`config.mk`:
```
export PLATFORM = sky130hd
export DESIGN_NAME = ddr_phy_dqs_rdtrack
export DESIGN_NICKNAME = d
export VERILOG_FILES = /design/src/rtl/ddr_phy_dqs_rdtrack.sv
export SDC_FILE = /design/constraint.sdc
export NUM_CORES = 1
export LEC_CHECK = 0
export ABC_CLOCK_PERIOD_IN_PS = 9680
export CORE_MARGIN = 2
export CORE_UTILIZATION = 58
export DETAILED_ROUTE_END_ITERATION = 8
export PLACE_DENSITY = 0.93
export SLEW_MARGIN = 10
export SYNTH_ARGS = -nofsm -noshare
export SYNTH_HDL_FRONTEND = slang
export SYNTH_SLANG_ARGS = --single-unit
```
`constraint.sdc`:
```
create_clock -name clk100m -period 9.68 [get_ports clk100m]
set_input_delay 1.452 -clock clk100m [delete_from_list [all_inputs] [get_ports clk100m]]
set_output_delay 1.452 -clock clk100m [all_outputs]
set_load 0.03 [all_outputs]
```
`src/rtl/ddr_phy_dqs_rdtrack.sv`:
```
// ddr_phy_dqs_rdtrack
//   Multi-lane DQS read-capture tracker (clk100m domain). Per lane it finds the
//   read preamble in the deserialized DQS stream. On detect it latches a one-hot
//   capture phase select and the read latency, then asserts rvalid for the
//   burst. Seamless back-to-back reads extend the burst. Reads that age out
//   with no preamble are counted as misses.
// Ports
//   clk100m  : sole clock
//   phy_rst  : asynchronous active-high reset
//   read     : read command issued this cycle
//   burst8   : 1 = BL8 (4 clk burst), 0 = BL4 (2 clk burst)
//   dqs_in   : lane n = [n*SER +: SER], higher bit index = earlier in time
//   cnt_clr  : synchronous clear of every miss_cnt
//   rsel     : per-lane one-hot capture select (SER+SER/2 bits per lane)
//   rvalid   : per-lane read data valid
//   rd_miss  : per-lane 1-cycle pulse when a read ages out with no preamble
//   miss_cnt : per-lane 8-bit saturating miss counter
//   rd_lat   : per-lane latency captured at the last detect
module ddr_phy_dqs_rdtrack #(
  parameter  int LANES  = 2,
  parameter  int SER    = 8,
  parameter  int RL_MIN = 8,
  parameter  int RL_MAX = 11,
  localparam int G      = SER / 2,
  localparam int RW     = SER + G,
  localparam int LW     = $clog2(RL_MAX + 2)
) (
  input  logic                  clk100m,
  input  logic                  phy_rst,
  input  logic                  read,
  input  logic                  burst8,
  input  logic [LANES*SER-1:0]  dqs_in,
  input  logic                  cnt_clr,
  output logic [LANES*RW-1:0]   rsel,
  output logic [LANES-1:0]      rvalid,
  output logic [LANES-1:0]      rd_miss,
  output logic [LANES*8-1:0]    miss_cnt,
  output logic [LANES*LW-1:0]   rd_lat
);

  typedef enum logic [1:0] {S_IDLE, S_DEFER, S_VALID} state_t;

  logic [RL_MAX:1]  r_read_sr;
  logic [2**LW-1:0] w_sr_ext;
  logic             w_any_rd;
  logic [LW-1:0]    w_lat;
  logic [1:0]       w_last_beat;

  always_ff @(posedge clk100m or posedge phy_rst) begin
    if (phy_rst) begin
      r_read_sr <= '0;
    end else begin
      r_read_sr[1] <= read;
      for (int unsigned j = 2; j <= RL_MAX; j++) r_read_sr[j] <= r_read_sr[j-1];
    end
  end

  // Zero-padded copy so a seamless probe at L+D beyond RL_MAX reads as "no read".
  always_comb begin
    w_sr_ext             = '0;
    w_sr_ext[RL_MAX:1]   = r_read_sr;
    w_lat                = '0;
    for (int unsigned j = RL_MIN; j <= RL_MAX; j++) begin
      if (r_read_sr[j]) w_lat = LW'(j);   // ascending scan: oldest pending read wins
    end
  end

  assign w_any_rd    = |r_read_sr[RL_MAX:RL_MIN];
  assign w_last_beat = burst8 ? 2'd3 : 2'd1;

  for (genvar n = 0; n < LANES; n++) begin : g_lane
    logic [SER-1:0]   w_cur;
    logic [SER-1:0]   r_d1;
    logic [SER-1:0]   r_d2;
    logic [3*SER-1:0] w_win;
    logic [SER-1:0]   w_match;
    logic [SER-1:0]   w_oh;
    logic             w_defer;
    logic             w_detect;
    logic             w_miss;
    logic [RW-1:0]    w_rsel_d;
    logic [RW-1:0]    r_rsel;
    state_t           r_state;
    logic [1:0]       r_beat;
    logic [LW-1:0]    r_lat;
    logic             r_def;
    logic [7:0]       r_cnt;
    logic [LW-1:0]    w_seam_idx;

    assign w_cur = dqs_in[n*SER +: SER];
    assign w_win = {r_d2, r_d1, w_cur};

    // Preamble at phase k: G-1 highs, then two G-1 low groups, each group G apart.
    always_comb begin
      w_match = '0;
      w_oh    = '0;
      for (int unsigned k = 0; k < SER; k++) begin
        w_match[k] = (&w_win[k+2*SER -: G-1])
                   & ~(|w_win[k+2*SER-G -: G-1])
                   & ~(|w_win[k+2*SER-2*G -: G-1]);
        if (w_match[k]) begin
          w_oh    = '0;
          w_oh[k] = 1'b1;
        end
      end
    end

    // Upper-half phases land in the next word: capture one clock later.
    assign w_defer    = |w_oh[SER-1:G];
    assign w_rsel_d   = w_defer ? {{G{1'b0}}, w_oh[G-1:0], w_oh[SER-1:G]}
                                : {w_oh, {G{1'b0}}};
    assign w_detect   = (r_state == S_IDLE) && (|w_oh) && w_any_rd;
    assign w_miss     = (r_state == S_IDLE) && r_read_sr[RL_MAX] && !w_detect;
    assign w_seam_idx = r_lat + LW'(r_def);

    always_ff @(posedge clk100m or posedge phy_rst) begin
      if (phy_rst) begin
        r_d1    <= '0;
        r_d2    <= '0;
        r_rsel  <= '0;
        r_state <= S_IDLE;
        r_beat  <= '0;
        r_lat   <= '0;
        r_def   <= 1'b0;
        r_cnt   <= '0;
      end else begin
        r_d1 <= w_cur;
        r_d2 <= r_d1;

        if (cnt_clr)                       r_cnt <= '0;
        else if (w_miss && r_cnt != 8'hFF) r_cnt <= r_cnt + 8'd1;

        case (r_state)
          S_IDLE: begin
            if (w_detect) begin
              r_rsel  <= w_rsel_d;
              r_lat   <= w_lat;
              r_def   <= w_defer;
              r_beat  <= '0;
              r_state <= w_defer ? S_DEFER : S_VALID;
            end
          end
          S_DEFER: begin
            r_beat  <= '0;
            r_state <= S_VALID;
          end
          S_VALID: begin
            if (r_beat == w_last_beat) begin
              r_beat <= '0;
              // A read issued exactly one burst after ours continues seamlessly.
              if (!w_sr_ext[w_seam_idx]) r_state <= S_IDLE;
            end else begin
              r_beat <= r_beat + 2'd1;
            end
          end
          default: r_state <= S_IDLE;
        endcase
      end
    end

    assign rsel[n*RW +: RW]     = w_detect ? w_rsel_d : r_rsel;
    assign rvalid[n]            = (r_state == S_VALID);
    assign rd_miss[n]           = w_miss;
    assign miss_cnt[n*8 +: 8]   = r_cnt;
    assign rd_lat[n*LW +: LW]   = r_lat;
  end

endmodule

```
# After elaboration in Yosys (flattened, before gate mapping)
# Cells that the tools add are included.
# W data, S select, Z words.
[word_totals] register_bits=101 in_bits=21 out_inout_bits=52 wordCells=213
[classes] addsub=6 n_lt_le_gt_ge=2 eq_ne=14 n_mux=49 bitwise=56 n_reduce_logical=69
[ops] cell="$mux W8" count=18
[ops] cell="$reduce_or A3 Y1" count=24
[ops] cell="$reduce_and A3 Y1" count=18
[ops] cell="$mux W12" count=4
[ops] cell="$and A1 B1 Y1" count=32
[ops] cell="$mux W2" count=13
[ops] cell="$not A1 Y1" count=24
[ops] cell="$pmux W2 S3" count=4
[ops] cell="$add A8 B1 Y8 const B" count=2
[ops] cell="$mux W4" count=4
[ops] cell="$ne A8 B8 Y1 const B" count=2
[ops] cell="$reduce_or A8 Y1" count=2
[ops] cell="$reduce_or A4 Y1" count=3
[ops] cell="$logic_and A1 B1 Y1" count=10
[ops] cell="$lt A4 B5 Y1 const B" count=2
[ops] cell="$add A4 B1 Y4" count=2
[ops] cell="$bmux W1 S4" count=2
[ops] cell="$ne A2 B2 Y1 const B" count=4
[ops] cell="$reduce_and A2 Y1" count=4
[ops] cell="$reduce_bool A3 Y1" count=2
[ops] cell="$add A2 B1 Y2 const B" count=2
[ops] cell="$eq A2 B1 Y1 const B" count=2
[ops] cell="$eq A2 B2 Y1" count=2
[ops] cell="$eq A2 B2 Y1 const B" count=2
[ops] cell="5 further kinds" count=12

# Longest topological paths before layout
[depth] depth_word=20 ltp_mapped=8 depth_no_buf=7

# Least setup slack after synthesis
# No wires, ideal clock.
[synth_path] kind="input-to-output" start="input port dqs_in[6]" end="output port rsel[1]" arrival_ns=3.090 required_time_ns=8.228 setup_slack_ns=5.138 stages=6 n_path_buf=1 cell_sequence="nor3b_1 > o2111ai_1 > o21ai_0 > o21ai_2 > buf_2 > mux2i_1"
[synth_between] elab_chain_cells=15
[synth_lines] item="start, declared" line_no="32" rtl="input logic [LANES*SER-1:0] dqs_in,"
[synth_lines] item="$reduce_or A3 Y1" line_no="100" rtl="& ~(|w_win[k+2*SER-2*G -: G-1]);"
[synth_lines] item="$not A1 Y1" line_no="100"
[synth_lines] item="$and A1 B1 Y1" line_no="100"
[synth_lines] item="$mux W1" line_no="101" rtl="if (w_match[k]) begin"
[synth_lines] item="$mux W8 (7 in series)" line_no="101"
[synth_lines] item="$reduce_or A8 Y1" line_no="112" rtl="assign w_detect = (r_state == S_IDLE) && (|w_oh) && w_any_rd;"
[synth_lines] item="$logic_and A1 B1 Y1 (2 in series)" line_no="112"
[synth_lines] item="$mux W12" line_no="161" rtl="assign rsel[n*RW +: RW] = w_detect ? w_rsel_d : r_rsel;"
[synth_lines] item="end, declared" line_no="34" rtl="output logic [LANES*RW-1:0] rsel,"
# Every way passes these cells.

# Worst setup path in the final report
[layout_path] start="input port dqs_in[15]" end="output port rsel[15]"
[layout_between] elab_chain_cells=15 word_cells_on_any_way=18 cone_classes="9 x mux; 4 x bitwise; 5 x reduce/logical"
[layout_lines] item="$reduce_or A3 Y1" line_no="100"
[layout_lines] item="$not A1 Y1" line_no="100"
[layout_lines] item="$and A1 B1 Y1" line_no="100"
[layout_lines] item="$mux W1" line_no="101"
[layout_lines] item="$mux W8 (*) (7 in series)" line_no="101"
[layout_lines] item="$reduce_or A8 Y1 (*)" line_no="112"
[layout_lines] item="$logic_and A1 B1 Y1 (*) (2 in series)" line_no="112"
[layout_lines] item="$mux W12 (*)"
# Every way passes the cells marked *; elsewhere a longest branch is shown, timed or not.

==> summary.md <==
| Metric | Value |
|---|---|
| Bufs on Longest Clock Path | 2 |
| LEAKAGE | 2.429 nW |
| Worst hold stages | 0 |
| Post-synth ARST share | 100.0% |
| Yosys cell types | 60 |
| WP data arrival | 4.32 ns |
| Post-synth top area cell | dfrtp_1 |
| CTS-repair resized insts | 0 |
| ANT nets after route | 0 |
| Drc violations | 0 |
| Max-cap violations | 0 |
| Layout Skew | 0.01167 ns |
| Critical Path Start Type | primary input |
| CP Data Required Time | 8.23 ns |
| FP Rows | 32 |
| Outcome | complete, no violations |
| Die area | 0.008762 sq mm |
| Drt first pass iters | 4 |
| CTS Root Cell | clkbuf_8 |
| Final setup vio count | 0 |
| Pin count of the biggest net entering global routing | 58 |
| Clock latency on the worst-skew pair | 0.36 ns |
| # port buffers | 70 |
| FF-to-FF path depth | 5 |
| Synth Instances | 400 |
| GRT Residual Overflow | 0 |
| Syn avg cell area | 11.64 sq um |
| CP Class | primary input to output pin |
| Critical path peak fanout | 27 |
| Cts hold-fix bufs | 0 |
| Post-synth top cells | dfrtp_1, nor2_1, mux2_2 |
| Number of DRC markers in iteration 0 | 153 |
| Top-count cell post-synth | dfrtp_1 |
| # fillers | 551 |
| RSZ-0062 raised after global routing | no |
| Hold Crit Class | flip-flop to flip-flop |
| Initial core utilization | 59.95% |
| CTS tree | done |
| Vias per inst | 5.854 |
| Ant diodes | 0 |
| Final hold vios | 0 |
| Top_reg_cell synth | dfrtp_1 |
| Worst slew pin tran | 1.055 ns |
| Area Overhead vs Synth | 20.66% |
| Vias in the first global route | 3413 |
| DR vias | 3360 |
| Worst-path clk slew | 0.10 ns |
| Share of post-route cells with drive strength above 1 | 13.35% |
| Hpwl dp | 6.770 mm |
| GP Congestion | 0.8410 |
| #FFs+latches synth | 99 |
| Sequential fraction of the synthesis area | 53.20% |
| Synth top area cells | dfrtp_1, mux2_2, mux2i_1 |
| Nets | 494 |
| Crit. End Element | output pin |
| Yosys top cell area share | 53.20% |
| Crit path time final | 5.773 ns |
| Die Y | 93.61 microns |
| Overall routing resource usage | 23.07% |
| Drt wl/cell | 16.17 microns |
| CTS Buf Count | 9 |
| Final Core Density | 72.34% |
| I/O pin count | 73 |
| Post-CTS setup buffer count | 0 |
| Highest clock rate | 0.1732 GHz |
| Post-synth EDFFs | 0 |
| Tcrit/Tclk final | 59.64% |
| Die span in x | 93.61 microns |
| Synth warn | 0 |
| Clock tree sinks | 99 |
| Clock H-tree levels | 3 |
| Max VDD drop | 0.1259 mV |
| First-pass GRT wire length | 15.93 mm |
| Post-Route WL | 9.279 mm |
| Core Region | 0.007767 sq mm |
| Relative slew slack | 29.43% |
| Pwr dens | 187.6 mW/mm^2 |
| Max Slew Vio Count | 0 |
| Initial antenna violation count | 0 |
| Syn Std Cell Area | 0.004657 sq mm |
| Flop2flop setup slack | 6.94 ns |
| Setup TNS | 0 ns |
==> power breakdown <==
part / switching, mW / internal (mW) / total (mW)
clock: 0.146 / 0.122 / 0.268
sequential: 0.0416 / 0.456 / 0.498
combinational: 0.152 / 0.136 / 0.288
total: 0.340 / 0.715 / 1.05
==> logic make-up after synthesis <==
kind of cell,Yosys count,share of synthesized area [%]
AO/OA/AOI/OAI,57,9.216
XOR/XNOR,4,0.7522
adder cells (fa/ha/maj),6,1.612
buffers and inverters,29,2.929
flip-flops,99,53.20
multiplexers,47,12.01
other,1,0.08052
AND/OR/NAND/NOR,157,20.20
==> per-layer routing <==
metal  routed length, microns  global-route usage, %  vias up
met5                        0                      0        -
met4                      151                  7.850        0
met3                      515                  4.996       17
met2                     4751                  39.09      104
met1                     3860                  29.62     1646
li1                         -                      -     1593
==> metrics by stage <==
stage	total power [mW]	hold slack, ns	setup slack (ns)	area (sq um)	instances
after detailed placement	0.7950	0.3742	3.926	5419	558
after global routing	1.110	0.4091	3.627	5619	574
after global placement	0.7829	0.3601	4.030	5419	558
after CTS	1.059	0.3945	3.924	5619	574
final	1.054	0.3840	3.907	5619	574
after floorplan	0.6989	0.3547	5.138	4661	401
==> registers in the layout, summed over array words and instances (netlist names) <==
name / count
g_lane.r_state: 4
g_lane.r_d2: 16
g_lane.r_def: 2
r_read_sr: 11
g_lane.r_beat: 4
g_lane.r_lat: 6
g_lane.r_rsel: 24
g_lane.r_d1: 16
g_lane.r_cnt: 16
==> worst paths after layout <==
| kind | startpoint | end |
|---|---|---|
| setup / recovery | dqs_in[15] | rsel[15] |
| hold / removal | g_lane[1].r_d1[0] | g_lane[1].r_d2[0] |
| setup reg to reg | g_lane[1].r_d1[5] | g_lane[1].r_rsel[1] |
| min in group asynchronous | phy_rst | g_lane[0].r_d2[1] |
| hold reg to reg | g_lane[1].r_d1[0] | g_lane[1].r_d2[0] |
| max in group asynchronous | phy_rst | g_lane[1].r_cnt[4] |
==> layout make-up <==
| class | count | area, sq um | share of cell area (%) |
|---|---|---|---|
| Clock buffer | 9 | 123.9 | 2.204 |
| Clock inverter | 7 | 76.32 | 1.358 |
| Inverter | 11 | 43.79 | 0.7793 |
| Multi-Input combinational cell | 273 | 2047 | 36.43 |
| Sequential cell | 99 | 2477 | 44.09 |
| Tap cell | 102 | 127.6 | 2.271 |
| Timing Repair Buffer | 73 | 723.2 | 12.87 |
==> worst max-delay path, cell delays in order <==
cell	delay (ns)
clkdlybuf4s50_1	0.42
nor2_1	0.13
nand3_1	0.10
nor2_1	0.83
o21ai_4	0.40
mux2_2	0.33
clkdlybuf4s50_1	0.66
==> placed cells by master, fill, tap and decap left out, drive strengths merged, types with 3 or more instances in the layout <==
cell           count
a31oi              3
nand3              9
dfrtp             99
o211ai             3
clkdlybuf4s50     70
nand3b             3
nor2b              9
mux4               4
inv               13
nor4b              3
or2                3
clkbuf             9
buf                3
ha                 6
nand4             12
nor2              26
nor3b             17
nor3               5
o21ai              7
a21oi             15
mux2i             18
clkinv             3
nand2             19
and2              18
or4                8
o31ai              9
xnor2              4
or3b               3
mux2              25
nand2b            11
(Power assumes the default switching activity.)
